[src/rtl/dma_arb_pkg.sv]
// Shared types and helpers for the DMA request arbiter.
package dma_arb_pkg;

    typedef enum logic [1:0] {
        StIdle,
        StHoldReq,
        StGrant,
        StRelease
    } arb_state_e;

    // OR-encoder: exact for a one-hot input, zero for an all-zero input.
    function automatic logic [3:0] onehot_to_idx(input logic [15:0] oh);
        logic [3:0] idx;
        idx = '0;
        for (int i = 0; i < 16; i++) begin
            if (oh[i]) idx = idx | 4'(i);
        end
        return idx;
    endfunction

endpackage

[src/rtl/dma_rr_picker.sv]
// Combinational priority picker: first requester at or after i_ptr, wrapping.
module dma_rr_picker #(
    parameter int unsigned NUM_CH = 4,
    parameter int unsigned CHW    = $clog2(NUM_CH)
) (
    input  logic [NUM_CH-1:0] i_req,
    input  logic [CHW-1:0]    i_ptr,
    output logic              o_found,
    output logic [CHW-1:0]    o_idx
);
    import dma_arb_pkg::*;

    logic [NUM_CH-1:0] w_oh;
    logic [CHW-1:0]    w_c;

    always_comb begin
        w_oh    = '0;
        w_c     = '0;
        o_found = 1'b0;
        for (int unsigned k = 0; k < NUM_CH; k++) begin
            w_c = CHW'((32'(i_ptr) + k) % NUM_CH);
            if (!o_found && i_req[w_c]) begin
                o_found  = 1'b1;
                w_oh[w_c] = 1'b1;
            end
        end
        o_idx = CHW'(onehot_to_idx(16'(w_oh)));
    end

endmodule

[src/rtl/dma_priority_arbiter.sv]
// DMA channel arbiter: request conditioning, fixed/rotating priority and
// the HRQ/HLDA hold handshake, holding DACK until the timing core finishes.
module dma_priority_arbiter #(
    parameter  int unsigned NUM_CH = 4,
    localparam int unsigned CHW    = $clog2(NUM_CH)
) (
    input  logic              i_clk,
    input  logic              i_rst,
    input  logic [NUM_CH-1:0] i_dreq,
    input  logic              i_dreq_active_low,
    input  logic              i_dack_active_low,
    input  logic [NUM_CH-1:0] i_mask,
    input  logic [NUM_CH-1:0] i_soft_req_set,
    input  logic              i_rot_pri,
    input  logic              i_hlda,
    input  logic              i_xfer_done,
    output logic              o_hrq,
    output logic [NUM_CH-1:0] o_dack,
    output logic              o_grant_valid,
    output logic [CHW-1:0]    o_grant_ch,
    output logic [NUM_CH-1:0] o_req_status
);
    import dma_arb_pkg::*;

    arb_state_e        r_state, w_state_d;
    logic [NUM_CH-1:0] r_eff, w_eff_d;
    logic [NUM_CH-1:0] r_sw_req, w_sw_req_d;
    logic [CHW-1:0]    r_grant_ch, w_grant_ch_d;
    logic [CHW-1:0]    r_ptr, w_ptr_d;
    logic [CHW-1:0]    w_pick_ptr, w_pick_idx;
    logic              w_pick_found;
    logic [NUM_CH-1:0] w_grant_oh;

    assign w_eff_d    = ((i_dreq ^ {NUM_CH{i_dreq_active_low}}) & ~i_mask) | r_sw_req;
    assign w_pick_ptr = i_rot_pri ? r_ptr : '0;

    dma_rr_picker #(
        .NUM_CH (NUM_CH),
        .CHW    (CHW)
    ) u_picker (
        .i_req   (r_eff),
        .i_ptr   (w_pick_ptr),
        .o_found (w_pick_found),
        .o_idx   (w_pick_idx)
    );

    always_comb begin
        w_state_d    = r_state;
        w_grant_ch_d = r_grant_ch;
        w_ptr_d      = i_rot_pri ? r_ptr : '0;
        w_sw_req_d   = r_sw_req;
        case (r_state)
            StIdle: begin
                if (|r_eff) w_state_d = StHoldReq;
            end
            StHoldReq: begin
                if (!(|r_eff)) begin
                    w_state_d = StIdle;
                end else if (i_hlda && w_pick_found) begin
                    w_grant_ch_d = w_pick_idx;
                    w_state_d    = StGrant;
                end
            end
            StGrant: begin
                if (i_xfer_done) begin
                    w_state_d              = StRelease;
                    w_sw_req_d[r_grant_ch] = 1'b0;
                    if (i_rot_pri) begin
                        w_ptr_d = (r_grant_ch == CHW'(NUM_CH - 1)) ? '0 : r_grant_ch + 1'b1;
                    end
                end
            end
            StRelease: begin
                if (!i_hlda) w_state_d = StIdle;
            end
            default: w_state_d = StIdle;
        endcase
        // A new software request in the same cycle as the clear must survive.
        w_sw_req_d = w_sw_req_d | i_soft_req_set;
    end

    always_ff @(posedge i_clk or posedge i_rst) begin
        if (i_rst) begin
            r_state    <= StIdle;
            r_eff      <= '0;
            r_sw_req   <= '0;
            r_grant_ch <= '0;
            r_ptr      <= '0;
        end else begin
            r_state    <= w_state_d;
            r_eff      <= w_eff_d;
            r_sw_req   <= w_sw_req_d;
            r_grant_ch <= w_grant_ch_d;
            r_ptr      <= w_ptr_d;
        end
    end

    assign w_grant_oh    = NUM_CH'(1) << r_grant_ch;
    assign o_hrq         = (r_state == StHoldReq) || (r_state == StGrant);
    assign o_grant_valid = (r_state == StGrant);
    assign o_grant_ch    = r_grant_ch;
    assign o_req_status  = r_eff;
    assign o_dack        = (o_grant_valid ? w_grant_oh : '0) ^ {NUM_CH{i_dack_active_low}};

endmodule
[config.mk]
export PLATFORM = sky130hd
export DESIGN_NAME = dma_priority_arbiter
export DESIGN_NICKNAME = d
export VERILOG_FILES = /design/src/rtl/dma_arb_pkg.sv /design/src/rtl/dma_rr_picker.sv /design/src/rtl/dma_priority_arbiter.sv
export SDC_FILE = /design/constraint.sdc
export NUM_CORES = 1
export LEC_CHECK = 0
export BUFFER_PORTS_ARGS = -buffer_cell sky130_fd_sc_hd__buf_2
export CAP_MARGIN = 20
export CORE_ASPECT_RATIO = 0.75
export CORE_UTILIZATION = 54
export CTS_BUF_LIST = sky130_fd_sc_hd__clkbuf_4
export CTS_CLUSTER_DIAMETER = 50
export DETAILED_ROUTE_END_ITERATION = 7
export PLACE_DENSITY = 0.82
export SYNTH_ARGS = -nofsm -noshare
export SYNTH_HDL_FRONTEND = slang
export SYNTH_HIERARCHICAL = 1
export SYNTH_SLANG_ARGS = --single-unit
export TNS_END_PERCENT = 10
[constraint.sdc]
create_clock -name i_clk -period 2.28 [get_ports i_clk]
set_input_delay 0.228 -clock i_clk [delete_from_list [all_inputs] [get_ports i_clk]]
set_output_delay 0.228 -clock i_clk [all_outputs]
set_load 0.05 [all_outputs]
==> flow_summary_export.csv, run 1 <==
group,metric,value,unit
status,status,"finished clean",
global_routing,grt_use_total,25.0,%
detailed_routing,drt_iter0_markers,20,
die,die_area,2280,um2
setup_path,path_max_fanout,7,
synthesis,synth.area.mux_share,6.64,%
layout,diodes,0,
setup_path,ff2ff_path_depth,9,
global_routing,grt_pass1_vias,890,
worst_hold_path,hp-class,"in -> reg",
setup_path,arrival,2.37,ns
die,die_w,54.8,um
synthesis,postSynthCellCount,112,
clock_network,cts_made_buffers,3,
clock_network,clock-root-buffer,"clkbuf_4",
synthesis,synth_top_family_by_area,"compound AO/OA/AOI/OAI gates",
sta,finalHoldViolCount,0,
synthesis,syn_area,1130,um2
global_routing,grt_pass1_wl,4040,um
global_routing,antenna_found_initial,0,
synthesis,syn_nets,146,
die,initial_core_util,61.5,%
synthesis,synthSimpleGateAreaFrac,16.3,%
synthesis,ys_warn_count,6,
sta,setup_viol,0,
power_and_ir_drop,power,1.13,mW
setup_path,cp-start-kind,"register",
die,core,1840,um2
setup_path,crit_type,"reg -> reg",
synthesis,synthFlopType,"dfrtp_1",
place,pre_cts_slack,0.101,ns
synthesis,synth-seq-cells,14,
clock_network,clk_latency,0.28,ns
clock_network,cts.sinks,14,
sta,setup_ws,0.118,ns
sta,fin_tns_setup,0,ns
sta,fin_crit,2.16,ns
global_routing,grt-ovfl-total,0,
setup_path,max_stage_delay,0.39,ns
clock_network,post_cts_buffers,0,
setup_path,critical_path_depth,9,
global_routing,grt_max_degree,15,
sta,final_max_slew_viol_count,0,
detailed_routing,wl_per_cell,15.1,um
place,gp_congestion,0.941,
synthesis,synth_seq_area_share,31.0,%
setup_path,ff2ff_setup_slack,0.12,ns
detailed_routing,dr.pass1.iters,4,
synthesis,synth_adder_area_share,16.6,%
place,dp_hpwl,2030,um
layout,area_growth,19.7,%
setup_path,slowest_stage,"dfrtp_1",
layout,fill_cells,141,
sta,finClkSkew,0.00645,ns
sta,period_share,94.8,%
setup_path,worst_ep_required_time,2.49,ns
layout,final_nets,181,
clock_network,clockBufferDepth,2,
setup_path,end_kind,"register",
synthesis,ys_types,37,
power_and_ir_drop,powerDensity,836,nW/um2
synthesis,synthArstFlopShare,100,%
setup_path,r2r_end,"o_grant_ch[1]",
place,io_buffers,30,
setup_path,rr_startpoint,"r_ptr[0]",
clock_network,cts_tree,"built",
layout,drive_above_1_share,28.8,%
power_and_ir_drop,ir_drop,642,uV
detailed_routing,wl,2540,um
sta,fmax,463,MHz
die,ios,31,
sta,slew_headroom,65.0,%
die,placementRows,13,
setup_path,critPathTopFamily,"simple AND/OR/NAND/NOR gates",
clock_network,cts.htree.levels,1,
sta,tightestPinTransition,0.525,ns
setup_path,crit_chain,"and2_2 > inv_1 > ha_1 > mux4_2 > and2b_1 > a211oi_1 > o311ai_1 > nand2_1 > o21ai_1",
setup_path,crit_buf_inv,1,
detailed_routing,final_antenna_net_count,0,
setup_path,crit_end,"o_grant_ch[1]",
power_and_ir_drop,p_leak,0.618,nW
synthesis,synth_edf_count,0,
setup_path,cp-startpoint,"r_ptr[0]",
synthesis,syn_area_per_cell,10.1,um2
run,drv_cap,0,
detailed_routing,drc,0,
die,fp.dieH,41.6,um
detailed_routing,viasPerCell,5.95,
synthesis,yosys.area_share.xor_xnor,6.20,%
sta,rsz0062_at_grt,"false",
detailed_routing,vias,999,
clock_network,clk_pin_slew_worst_paths,0.09,ns
synthesis,synth-compound-area-share,18.9,%
==> registers in the layout, summed over array words and instances, names as in the netlist, named ones only <==
name / count
o_req_status: 4
r_sw_req: 4
o_grant_ch: 2
r_ptr: 2
r_state: 1
==> logic make-up (layout without fill, tap and decap cells) <==
logic type,count (synthesis),count (layout)
AND/OR/NAND/NOR,35,35
AO/OA/AOI/OAI,26,26
adder cells (fa/ha/maj),15,15
flip-flops,14,14
buffers and inverters,11,45
XOR/XNOR,8,8
multiplexers,3,3
==> stage by stage <==
step / instance area [um2] / instances / hold WS (ns) / util, %
floorplan: 1140 / 112 / 0.117 / -
global placement: 1320 / 163 / 0.285 / 71.5
detailed placement: 1320 / 163 / 0.301 / 71.5
CTS: 1350 / 168 / 0.106 / 73.5
global route: 1350 / 168 / 0.0904 / 73.6
finish: 1350 / 168 / 0.115 / 73.6
==> synthesized netlist by cell type (2+ instances only) <==
library cell,count,area share [%]
nor2_1,5,1.7
dfrtp_1,14,31
inv_1,7,2.3
o21bai_1,4,2.7
nor2b_1,3,1.7
xnor2_1,8,6.2
clkbuf_1,3,1.0
and2_1,2,1.1
o22ai_1,2,1.1
ha_1,15,17
a31oi_1,2,1.1
a21oi_1,2,0.89
and2b_1,2,1.3
nand2_1,11,3.7
o21ai_1,2,0.89
nand3_1,5,2.2
a21o_1,4,2.7
mux4_1,2,4.7
==> cell type report <==
| cell class | count | area [um2] | share of cell area (%) |
|---|---|---|---|
| multi-input cells | 87 | 739 | 54.7 |
| flip-flops and latches | 14 | 350 | 25.9 |
| repair buffers | 34 | 183 | 13.5 |
| well taps | 22 | 27.5 | 2.04 |
| inverters | 7 | 26.3 | 1.94 |
| clock buffers | 3 | 22.5 | 1.67 |
| clock inverters | 1 | 3.75 | 0.278 |
==> power breakdown <==
| part | internal [mW] | leakage (nW) | switching [mW] |
|---|---|---|---|
| clock | 0.0634 | 0.0154 | 0.0809 |
| sequential | 0.291 | 0.150 | 0.0619 |
| combinational | 0.211 | 0.453 | 0.423 |
| total | 0.565 | 0.618 | 0.566 |
==> worst min-delay path by stage <==
stage,from,endpoint,cells past startpoint
5_1_grt,i_mask[0],o_req_status[0],2
3_3_place_gp,i_rst,r_sw_req[1],2
2_1_floorplan,i_rst,asynchronous set/reset pin,1
3_5_place_dp,i_rst,r_sw_req[3],2
6_report,i_mask[3],o_req_status[3],2
4_1_cts,i_mask[0],o_req_status[0],2
==> what timing repair did <==
action / in CTS / in global routing
hold buffers: 1 / 0
endpoints found under the setup margin: 0 / 2
gates resized for setup: 0 / 1
endpoints found under the hold margin: 8 / 0
==> placed cells by master, fill, tap and decap left out, types with 2 or more instances in the layout <==
| master | count |
|---|---|
| a21o_1 | 4 |
| a21oi_1 | 2 |
| a31oi_1 | 2 |
| and2b_1 | 2 |
| buf_2 | 30 |
| buf_4 | 3 |
| clkbuf_4 | 3 |
| dfrtp_1 | 14 |
| ha_1 | 15 |
| inv_1 | 7 |
| mux4_1 | 2 |
| nand2_1 | 11 |
| nand3_1 | 5 |
| nor2_1 | 5 |
| nor2b_1 | 3 |
| o21ai_1 | 2 |
| o21bai_1 | 4 |
| o22ai_1 | 2 |
| xnor2_1 | 7 |
==> per-layer routing <==
| layer | global-route usage, % | part of all wire [%] |
|---|---|---|
| met3 | 7.69 | 4.8 |
| met2 | 40.5 | 49 |
| met5 | 0 | 0 |
| met4 | 6.15 | 1.4 |
| met1 | 31.9 | 45 |
(Power assumes the default switching activity.)
==> inputs of run 2 (changes only) <==
- ABC_AREA: unset -> 1
- CORE_UTILIZATION: 54 -> 55
==> run 2 against run 1 <==
Effect of this change:
- the flow now finishes with violations (hold timing)
- combinational power fell by 3%
- clock-buffer cell count did not move
- clock power fell by 6%
- cell area rose by 6.3%
- sequential power fell by 5%
- register-to-register slack improved by 0.09 ns
- critical path type unchanged
==> flow_summary_export.csv, run 2 <==
group,metric,value,unit
status,status,"complete, but fails checks",
status,violations,"hold timing",
clock_network,clk_pin_slew_worst_paths,0.08,ns
sta,finalHoldViolCount,14,
sta,slew_headroom,63.8,%
clock_network,clock-root-buffer,"clkbuf_4",
detailed_routing,drt_iter0_markers,43,
clock_network,cts_tree,"built",
detailed_routing,wl_per_cell,11.3,um
die,fp.dieH,42.8,um
clock_network,cts.sinks,14,
synthesis,synth-compound-area-share,6.45,%
sta,period_share,90.9,%
power_and_ir_drop,powerDensity,755,nW/um2
place,post_dp_cell_area,1410,um2
place,gp_congestion,0.900,
detailed_routing,final_antenna_net_count,0,
synthesis,syn_nets,206,
synthesis,synth_top_area_share,28.7,%
clock_network,clockBufferDepth,2,
sta,fmax,483,MHz
setup_path,max_stage_delay,0.35,ns
die,die_area,2420,um2
detailed_routing,viasPerCell,5.01,
detailed_routing,dr.pass1.iters,6,
synthesis,synth_edf_count,0,
setup_path,arrival,2.24,ns
synthesis,yosys.area_share.xor_xnor,5.73,%
layout,area_growth,17.6,%
global_routing,grt_pass1_vias,1071,
layout,diodes,0,
clock_network,clk_latency,0.27,ns
layout,final_nets,241,
detailed_routing,wl_met2,1290,um
detailed_routing,route.top_layer_used,"met3",
synthesis,synthArstFlopShare,100,%
layout,most-common-layout-cells,"42 x nand2_1, 30 x buf_2, 26 x inv_1, 21 x nand3_1, 15 x ha_1",
layout,final_util,70.1,%
setup_path,cp-start-kind,"register",
place,dp_hpwl,2240,um
setup_path,crit_type,"reg -> reg",
place,placedCellCount,226,
detailed_routing,wl,2590,um
setup_path,slowest_stage,"ha_1",
sta,setup_viol,0,
clock_network,ctsHoldBuffers,0,
synthesis,synth-seq-cells,14,
layout,layout_commonest_cell,"nand2_1",
synthesis,synth_common_cells,"42 x nand2_1, 26 x inv_1, 21 x nand3_1",
setup_path,worst_ep_required_time,2.45,ns
place,io_buffers,30,
die,core,2050,um2
place,pre_cts_slack,0.174,ns
detailed_routing,vias,1147,
sta,finClkSkew,0.00319,ns
power_and_ir_drop,ir_drop,860,uV
power_and_ir_drop,p_leak,0.811,nW
setup_path,crit_chain,"nand2_1 > inv_1 > inv_1 > ha_1 > inv_1 > nand3_1 > nand2_1 > nand2_1 > clkinv_2 > nand4_1 > nand2_1 > nand3_4 > nand3_1 > nand2_1 > nand2_1",
clock_network,cts_made_buffers,3,
synthesis,ys_warn_count,6,
detailed_routing,drc,0,
die,initial_core_util,59.6,%
layout,stdcell_area,1440,um2
worst_hold_path,hp-class,"in -> async",
synthesis,synth_adder_area_share,15.4,%
detailed_routing,m1WireLength,1160,um
sta,hold_slack,-0.0111,ns
sta,final_max_slew_viol_count,0,
setup_path,cp_common_cell,"nand2_1",
synthesis,synth_most_common_cell,"nand2_1",
die,placementRows,14,
sta,setup_ws,0.208,ns
synthesis,synth_seq_area_share,28.7,%
setup_path,end_kind,"register",
global_routing,grt-ovfl-total,0,
synthesis,synth_area_leaders,"dfrtp_1 29%, ha_1 15%, nand2_1 13%, nand3_1 8.6%, inv_1 8.0%",
layout,finish.cell_count_without_fillers,229,
detailed_routing,wl_met3,147,um
setup_path,path_max_fanout,7,
global_routing,antenna_found_initial,0,
synthesis,synthSimpleGateAreaFrac,33.2,%
synthesis,ys_types,19,
clock_network,cts.htree.levels,1,
sta,fin_tns_setup,0,ns
synthesis,synth_top_family_by_area,"simple AND/OR/NAND/NOR gates",
run,drv_cap,0,
synthesis,postSynthCellCount,172,
power_and_ir_drop,power,1.09,mW
synthesis,syn_area,1220,um2
global_routing,grt_use_total,23.7,%
global_routing,grt_pass1_wl,4480,um
layout,drive_above_1_share,25.9,%
synthesis,synth.area.mux_share,0,%
die,ios,31,
synthesis,syn_area_per_cell,7.11,um2
sta,fin_crit,2.07,ns
synthesis,synth_top_cell_by_area,"dfrtp_1",
synthesis,synthFlopType,"dfrtp_1",
sta,rsz0062_at_grt,"false",
die,die_w,56.4,um
global_routing,grt_max_degree,15,
sta,tightestPinTransition,0.543,ns
==> run 2: cell count changes after synthesis, moves of 4 or more <==
cell     delta
inv_2       +6
xnor2_1     -4
nand3_1    +16
xor2_1      +4
inv_1      +19
a21o_1      -4
nand2_1    +31
nor2_1      +8
nand2_2     +6
==> run 2: cell type report <==
| class | count | area [um2] |
|---|---|---|
| Clock buffer | 3 | 22.5 |
| Fill cell | 167 | 612 |
| Inverter | 33 | 125 |
| Multi-Input combinational cell | 124 | 752 |
| Sequential cell | 14 | 350 |
| Tap cell | 24 | 30.0 |
| Timing Repair Buffer | 31 | 158 |
==> run 2: metal layers <==
layer,vias to the layer above,track usage [%]
li1,598,-
met1,516,29.5
met2,33,43.3
met3,0,5.79
met4,0,1.95
met5,-,0
==> run 2: final timing paths <==
| path | startpoint | to | slack [ns] | cells after the start |
|---|---|---|---|---|
| worst max-delay path | r_ptr[1] | register | 0.21 | 15 |
| worst min-delay path | i_rst | o_grant_ch[0] | -0.01 | 2 |
| worst max register to register | r_ptr[1] | register | 0.21 | 15 |
| worst min register to register | r_sw_req[3] | o_req_status[3] | 0.51 | 1 |
| max in group asynchronous | i_rst | r_ptr[0] | 1.93 | 2 |
| min in group i_clk | i_soft_req_set[2] | r_sw_req[2] | 0.13 | 3 |
==> run 2: kinds of logic (layout without fill, tap and decap cells) <==
group | Yosys count | after routing
simple gates | 88 | 88
flops | 14 | 14
fa+ha+maj | 15 | 15
xor+xnor | 8 | 8
buf+inv | 34 | 67
compound gates | 13 | 13
==> run 2: worst max-delay path, delay by kind of cell (launching register included) <==
| family | cells | cell delay, ns |
|---|---|---|
| and+or+nand+nor | 10 | 0.81 |
| adders and majority gates | 1 | 0.35 |
| DFF | 1 | 0.33 |
| buffers and inverters | 4 | 0.48 |
==> run 2: power breakdown <==
part           internal, mW  switching (mW)  leakage [nW]
Combinational         0.181           0.434         0.646
Sequential            0.287          0.0481         0.151
Clock                0.0611          0.0738        0.0138
==> run 2: repair_timing <==
item                       in CTS  in global routing
setup endpoints to repair       0                  1
hold endpoints to repair        0                  0
gates resized for setup         0                  1
setup buffers                   0                  0
==> inputs of run 3 (changes only) <==
- PLACE_DENSITY: 0.82 -> 0.94
==> run 3 against run 2 <==
Effect of this change:
- the run now ends clean
- utilization increased by 1.0 points
- clock skew decreased by 0.0014 ns
- sequential share of layout area decreased by 0.36 points
- hold slack improved by 0.12 ns
- non-clock buffer count increased by 2
- cell count increased by 1.3%
- cell area increased by 1.5%
- total power increased by 4.2%
- critical path type is now reg -> out
- maximum frequency decreased by 2.0%
- wire length increased by 15%
- worst setup slack got worse by 0.043 ns
- first-iteration DRC count increased by 65%
==> flow_summary_export.csv, run 3 (synthesis gave the netlist of run 2 again) <==
group,metric,value,unit
sta,fin_tns_setup,0,ns
clock_network,post_cts_buffers,0,
sta,rsz0062_at_grt,"false",
layout,final_util,71.2,%
die,die_area,2420,um2
clock_network,cts.sinks,14,
detailed_routing,drt_iter0_markers,71,
sta,slew_headroom,64.8,%
detailed_routing,wl,2980,um
clock_network,cts.htree.levels,1,
power_and_ir_drop,power,1.13,mW
setup_path,crit_type,"reg -> out",
global_routing,grt-ovfl-total,0,
sta,fmax,473,MHz
sta,tightestPinTransition,0.527,ns
global_routing,grt_max_degree,15,
sta,fin_crit,2.12,ns
setup_path,max_stage_delay,0.46,ns
status,status,"finished clean",
die,core,2050,um2
global_routing,grt_use_total,27.7,%
setup_path,arrival,1.89,ns
layout,final_nets,243,
global_routing,grt_pass1_vias,1171,
layout,layout_commonest_cell,"nand2_1",
sta,finClkSkew,0.00179,ns
detailed_routing,viasPerCell,5.19,
detailed_routing,drc,0,
die,fp.dieH,42.8,um
clock_network,cts_made_buffers,3,
clock_network,clock-root-buffer,"clkbuf_4",
setup_path,crit_chain,"inv_1 > ha_1 > nand2_1 > xor2_1 > buf_2",
setup_path,crit_buf_inv,2,
layout,fill_cells,168,
clock_network,clk_pin_slew_worst_paths,0.09,ns
setup_path,end_kind,"output port",
run,drv_cap,0,
sta,setup_viol,0,
sta,finalHoldViolCount,0,
clock_network,clk_latency,0.29,ns
detailed_routing,dr.pass1.iters,4,
setup_path,slowest_stage,"dfrtp_1",
global_routing,grt_pass1_wl,5090,um
die,die_w,56.4,um
setup_path,critPathTopFamily,"flip-flops",
die,initial_core_util,59.6,%
clock_network,cts_tree,"built",
detailed_routing,vias,1205,
detailed_routing,final_antenna_net_count,0,
layout,diodes,0,
clock_network,clockBufferDepth,2,
layout,drive_above_1_share,26.4,%
worst_hold_path,hp-class,"in -> reg",
place,gp_congestion,0.926,
place,io_buffers,30,
sta,period_share,92.8,%
setup_path,path_max_fanout,8,
layout,most-common-layout-cells,"42 x nand2_1, 30 x buf_2, 25 x inv_1, 21 x nand3_1, 15 x ha_1",
place,dp_hpwl,2320,um
setup_path,cp-start-kind,"register",
sta,final_max_slew_viol_count,0,
power_and_ir_drop,p_leak,0.818,nW
die,placementRows,14,
global_routing,antenna_found_initial,0,
die,ios,31,
setup_path,worst_ep_required_time,2.05,ns
power_and_ir_drop,powerDensity,775,nW/um2
layout,area_growth,19.3,%
power_and_ir_drop,ir_drop,984,uV
detailed_routing,wl_per_cell,12.8,um
==> run 3: changes by cell type in the layout (fill, tap and decap cells not counted) <==
cell           before  now
buf_4               1    2
inv_1              26   25
dlygate4sd3_1       0    1
clkinv_1            0    1
inv_2               6    7
==> run 3: layer usage <==
metal	share of wire [%]	up-vias	GRT usage, %
met1	43	541	34.4
li1	-	602	-
met5	0	-	0
met4	1.6	0	10.2
met2	49	54	48.7
met3	6.9	8	4.27
==> run 3: path summary, 6_finish.rpt <==
kind,startpoint,to,slack (ns),cells past startpoint
max in group asynchronous,i_rst,r_sw_req[3],1.43,3
min in group asynchronous,i_rst,o_grant_ch[0],0.50,3
setup reg to reg,r_ptr[1],o_grant_ch[1],0.28,14
hold / removal,i_mask[2],o_req_status[2],0.11,2
setup / recovery,r_state[0],o_dack[2],0.16,5
hold reg to reg,r_sw_req[1],o_req_status[1],0.50,1
==> run 3: what timing repair did <==
| action | CTS | global route |
|---|---|---|
| endpoints found under the hold margin | 14 | 0 |
| setup endpoints to repair | 0 | 2 |
| hold buffers | 1 | 0 |
| resized for setup | 0 | 2 |
==> run 3: area by class of cell <==
cell class | instances | area (um2) | area share, %
clock buffer | 3 | 22.5 | 1.54
clock inverter | 1 | 3.75 | 0.257
inverter | 33 | 125 | 8.58
multi-input combinational | 124 | 752 | 51.5
sequential | 14 | 350 | 24.0
tap | 24 | 30.0 | 2.06
timing repair buffer | 33 | 175 | 12.0
==> run 3: stage by stage <==
step,hold WS [ns],setup slack (ns),cell area [um2],cells
floorplan,0.117,-0.0156,1230,172
global placement,0.278,0.284,1420,227
detailed placement,0.277,0.0765,1420,227
CTS,0.110,0.120,1460,232
global route,0.107,0.0586,1460,232
finish,0.109,0.165,1460,232
==> run 3: power breakdown <==
group | switching, mW | internal, mW | leakage, nW
Combinational | 0.455 | 0.187 | 0.652
Sequential | 0.0493 | 0.287 | 0.151
Clock | 0.0885 | 0.0638 | 0.0154
